`config.mk`:
```
export PLATFORM = sky130hd
export DESIGN_NAME = mem_arbiter
export DESIGN_NICKNAME = d
export VERILOG_FILES = /design/src/rtl/mem_arbiter_pkg.sv /design/src/rtl/arb_drain_cnt.sv /design/src/rtl/mem_arbiter.sv
export SDC_FILE = /design/constraint.sdc
export NUM_CORES = 1
export LEC_CHECK = 0
export BUFFER_PORTS_ARGS = -buffer_cell sky130_fd_sc_hd__buf_2
export CAP_MARGIN = 25
export CORE_ASPECT_RATIO = 0.7
export CORE_MARGIN = 5
export CORE_UTILIZATION = 29
export CTS_CLUSTER_DIAMETER = 150
export DETAILED_ROUTE_END_ITERATION = 12
export PLACE_DENSITY = 0.92
export SETUP_SLACK_MARGIN = 0.15
export SLEW_MARGIN = 20
export SYNTH_ARGS = -nofsm -noshare
export SYNTH_HDL_FRONTEND = slang
export SYNTH_SLANG_ARGS = --single-unit
```
`constraint.sdc`:
```
create_clock -name clk -period 2.2 [get_ports clk]
set_clock_uncertainty 0.1 [all_clocks]
set_input_delay 0.11 -clock clk [delete_from_list [all_inputs] [get_ports clk]]
set_output_delay 0.11 -clock clk [all_outputs]
set_load 0.03 [all_outputs]
```
`src/rtl/mem_arbiter_pkg.sv`:
```
// mem_arbiter_pkg: shared state encodings and defaults for the memory arbiter
package mem_arbiter_pkg;
  localparam logic [1:0] ST_IDLE  = 2'b00;
  localparam logic [1:0] ST_OWN_I = 2'b01;
  localparam logic [1:0] ST_OWN_D = 2'b10;
  localparam logic [1:0] ST_DRAIN = 2'b11;
  localparam int ADDR_W_DEF       = 16;
  localparam int DRAIN_CYCLES_DEF = 2;
endpackage

```
`src/rtl/arb_drain_cnt.sv`:
```
// arb_drain_cnt: loadable down-counter with zero flag, saturating at zero
module arb_drain_cnt #(
  parameter int W = 1
) (
  input  logic         clk,
  input  logic         rst,
  input  logic         load_i,
  input  logic [W-1:0] load_val_i,
  input  logic         dec_i,
  output logic         zero_o
);
  logic [W-1:0] cnt_q, cnt_d;
  always_comb cnt_d = load_i ? load_val_i : (dec_i && cnt_q != '0) ? cnt_q - W'(1) : cnt_q;
  always_ff @(posedge clk) begin
    if (rst) cnt_q <= '0;
    else cnt_q <= cnt_d;
  end
  assign zero_o = (cnt_q == '0);
endmodule

```
`src/rtl/mem_arbiter.sv`:
```
// mem_arbiter: round-robin line-ownership arbiter between I- and D-cache controllers
module mem_arbiter
  import mem_arbiter_pkg::*;
#(
  parameter int ADDR_W       = ADDR_W_DEF,
  parameter int DRAIN_CYCLES = DRAIN_CYCLES_DEF
) (
  input  logic              clk,
  input  logic              rst,
  input  logic              i_req,
  input  logic [ADDR_W-1:0] i_addr,
  input  logic [ADDR_W-1:0] i_data_in,
  input  logic              i_rd,
  input  logic              i_wr,
  input  logic              d_req,
  input  logic [ADDR_W-1:0] d_addr,
  input  logic [ADDR_W-1:0] d_data_in,
  input  logic              d_rd,
  input  logic              d_wr,
  input  logic [ADDR_W-1:0] mem_DataOut,
  output logic              i_gnt,
  output logic              d_gnt,
  output logic [ADDR_W-1:0] mem_addr,
  output logic [ADDR_W-1:0] mem_data_in,
  output logic              mem_rd,
  output logic              mem_wr,
  output logic [ADDR_W-1:0] i_mem_data,
  output logic [ADDR_W-1:0] d_mem_data,
  output logic              arb_err
);
  localparam int CW    = DRAIN_CYCLES > 1 ? $clog2(DRAIN_CYCLES) : 1;
  localparam int LOADV = DRAIN_CYCLES > 0 ? DRAIN_CYCLES - 1 : 0;
  logic [1:0] state_q, state_d;
  logic       last_d_q, last_d_d;
  logic       drop, zero, own_rd, own_wr;
  assign i_gnt = (state_q == ST_OWN_I);
  assign d_gnt = (state_q == ST_OWN_D);
  assign drop  = (i_gnt & ~i_req) | (d_gnt & ~d_req);
  // last_d_q set means D held the previous grant, so I wins the next tie
  always_comb begin
    state_d  = state_q;
    last_d_d = last_d_q;
    if (state_q == ST_IDLE)
      state_d = (i_req & d_req) ? (last_d_q ? ST_OWN_I : ST_OWN_D) :
                i_req ? ST_OWN_I : d_req ? ST_OWN_D : ST_IDLE;
    else if (drop) begin
      state_d  = (DRAIN_CYCLES == 0) ? ST_IDLE : ST_DRAIN;
      last_d_d = d_gnt;
    end else if (state_q == ST_DRAIN && zero)
      state_d = ST_IDLE;
  end
  always_ff @(posedge clk) begin
    if (rst) begin
      state_q  <= ST_IDLE;
      last_d_q <= 1'b0;
    end else begin
      state_q  <= state_d;
      last_d_q <= last_d_d;
    end
  end
  arb_drain_cnt #(.W(CW)) u_drain (
    .clk       (clk),
    .rst       (rst),
    .load_i    (drop),
    .load_val_i(CW'(LOADV)),
    .dec_i     (state_q == ST_DRAIN),
    .zero_o    (zero)
  );
  assign own_rd      = i_gnt ? i_rd : d_gnt ? d_rd : 1'b0;
  assign own_wr      = i_gnt ? i_wr : d_gnt ? d_wr : 1'b0;
  assign mem_rd      = own_rd & ~own_wr;
  assign mem_wr      = own_wr & ~own_rd;
  assign mem_addr    = i_gnt ? i_addr : d_gnt ? d_addr : '0;
  assign mem_data_in = i_gnt ? i_data_in : d_gnt ? d_data_in : '0;
  assign i_mem_data  = mem_DataOut;
  assign d_mem_data  = mem_DataOut;
  assign arb_err     = (~i_gnt & (i_rd | i_wr)) | (~d_gnt & (d_rd | d_wr)) | (own_rd & own_wr);
endmodule
```
==> results.json <==
{
  "antenna_found_initial": 0,
  "worstPathMaxFanout": 15,
  "clk_pin_slew_ns": 0.03,
  "routed_wl_mm": 3.11,
  "crit_type": "flip-flop to primary output",
  "cts.sinks": 4,
  "cts_made_buffers": 3,
  "yosysTopAreaCellShare_pct": 31.9,
  "worst_setup_path_end_kind": "primary output",
  "yosys.area.top_type": "a22o_1",
  "synth-edff-count": 0,
  "cp_data_arrival_time_ns": 1.57,
  "initial_core_util_pct": 30.9,
  "vias_per_cell": 4.92,
  "path_buf_inv": 2,
  "htreeDepth": 1,
  "rr_startpoint": "state_q[0]",
  "final_util_pct": 43.0,
  "cp_cell_sequence": "nor2b_2 -> buf_4 -> a21oi_2 -> o31a_1 -> buf_2",
  "finalSetupTns_ns": 0,
  "place_ws_ns": 0.647,
  "ys_ff_latch": 4,
  "critPathTopFamily": "flip-flops",
  "track_usage_pct": 12.5,
  "hold_ws_ns": 0.120,
  "die_y_microns": 56.1,
  "synth_common_cells": "buf_4, a22o_1, buf_6",
  "synth.most_common_cell": "buf_4",
  "ant_nets": 0,
  "min_period_over_period_pct": 80.8,
  "n_fill_cell": 292,
  "diodes": 0,
  "regToRegSetupSlack_ns": 1.01,
  "die_w_microns": 75.8,
  "drtIter0Drc": 20,
  "drive_gt1_share_pct": 64.1,
  "yosysUniqueCellTypes": 22,
  "synth_area_sq_um": 880,
  "holdCritPathClass": "input pin to primary output",
  "hold_viol_final": 0,
  "tightest_slew_ns": 0.262,
  "nets": 274,
  "postCtsSetupBuffers": 0,
  "p_per_area_nw_per_um2": 662,
  "cts_tree": "built",
  "use_met2_pct": 21.5,
  "min_path_cells": 0,
  "ys_warn_count": 0,
  "io_pins": 157,
  "cts_buffer_depth": 2,
  "grt_pass1_wl_mm": 4.30,
  "gp_congestion": 0.765,
  "syn_area_per_cell_sq_um": 8.14,
  "crit_path_top_delay_cell": "dfxtp_1",
  "syn_nets": 196,
  "final_area_sq_um": 1220,
  "area_growth_pct": 39.0,
  "dieArea_sq_um": 4250,
  "io_buffers": 108,
  "slowest_delay_ns": 0.45,
  "std_cell_rows": 16,
  "setup_viol": 0,
  "hp-start": "mem_DataOut[8]",
  "holdPathEnd": "i_mem_data[8]",
  "min_period_ns": 1.78,
  "seq_area_frac_synth_pct": 9.10,
  "drt-pass1-iter-count": 4,
  "rsz0062_at_grt": "false",
  "synth_cells": 108,
  "slew_headroom_pct": 82.5,
  "worstSetupStartpoint": "state_q[1]",
  "peakVddDrop_uv": 373,
  "root_buffer": "clkbuf_8",
  "wl_per_cell_microns": 14.1,
  "yosys-top-cells-area": "a22o_1, buf_4, dfxtp_1",
  "setup_ws_ns": 0.423,
  "use_met1_pct": 12.8,
  "max_freq_mhz": 563,
  "clkLatencyLatePin_ns": 0.21,
  "worstRegToRegCells": 3,
  "grt_max_degree": 26,
  "drc": 0,
  "grt_pass1_vias": 955,
  "synthArstFlopShare_pct": 0,
  "power_leakage_nw": 0.729,
  "routed-via-count": 1082,
  "overflow": 0,
  "place_area_sq_um": 1170,
  "coreArea_sq_um": 2840,
  "hpwl_mm": 2.64,
  "r2r-end": "state_q[1]",
  "grt_use_met3_pct": 7.22,
  "maxCapViolCount": 0,
  "cp-start-kind": "flip-flop",
  "busiest_layer": "met2",
  "ys_dominant_reg_cell": "dfxtp_1",
  "cp_data_required_time_ns": 1.99,
  "drv_slew": 0,
  "status": "finished, final reports clean"
}
-- cells in the final DEF (no fill, tap or decap) --
master,count
o31a_1,1
a21oi_1,3
a22o_1,32
o21a_1,1
dfxtp_1,4
nor2b_1,4
inv_1,4
dlygate4sd3_1,1
o21ai_1,1
clkbuf_8,3
nand2b_1,1
a21oi_2,1
nor2b_2,2
nand2_1,2
a32o_1,2
nor2_1,2
buf_2,108
o21ai_0,3
or3_1,1
a221oi_1,1
o22ai_1,1
o211ai_1,1
buf_4,4
o21bai_1,1
-- sequential cells by signal, summed over array words and instances (netlist names) --
signal / cells
u_drain.cnt_q: 1
last_d_q: 1
state_q: 2
-- cell type report --
class	instances	area [sq um]	area share, %
inverter	4	15.0	1.23
sequential	4	80.1	6.55
clock buffer	3	41.3	3.38
timing repair buffer	113	581	47.5
multi-input combinational	60	460	37.7
tap	36	45.0	3.68
-- how the worst max path moves through the flow --
| stage | cells past startpoint | slack (ns) | end |
|---|---|---|---|
| floorplan | 4 | 0.80 | mem_addr[10] |
| global placement | 5 | 0.68 | arb_err |
| detailed placement | 5 | 0.65 | arb_err |
| CTS | 5 | 0.41 | arb_err |
| global route | 5 | 0.28 | arb_err |
| finish | 5 | 0.42 | arb_err |
-- logic make-up (layout without fill, tap and decap cells) --
family | Yosys count | count (layout) | synth area share [%]
buffers and inverters | 44 | 120 | 38.8
DFF | 4 | 4 | 9.10
and+or+nand+nor | 12 | 12 | 7.68
AOI/OAI and AO/OA | 48 | 48 | 44.4
-- power breakdown --
part | internal [mW] | switching [mW]
clock network | 0.116 | 0.0342
logic | 0.213 | 0.347
registers | 0.0843 | 0.0147
total | 0.414 | 0.396
-- per-stage QoR --
step	power, mW	cells
CTS	0.821	220
floorplan	0.617	108
global placement	0.654	216
finish	0.809	220
detailed placement	0.662	216
global route	0.863	220
-- per-layer routing --
metal | wire (microns) | part of all wire [%]
met5 | 0 | 0
met4 | 17 | 0.55
met3 | 491 | 16
met2 | 1520 | 49
met1 | 1080 | 35
-- what timing repair did --
item                                   4_1_cts  5_1_grt
hold buffers                                 1        0
gates resized for setup                      0        0
endpoints found under the hold margin        3        0
No activity file was read; power rests on OpenSTA's default activity.
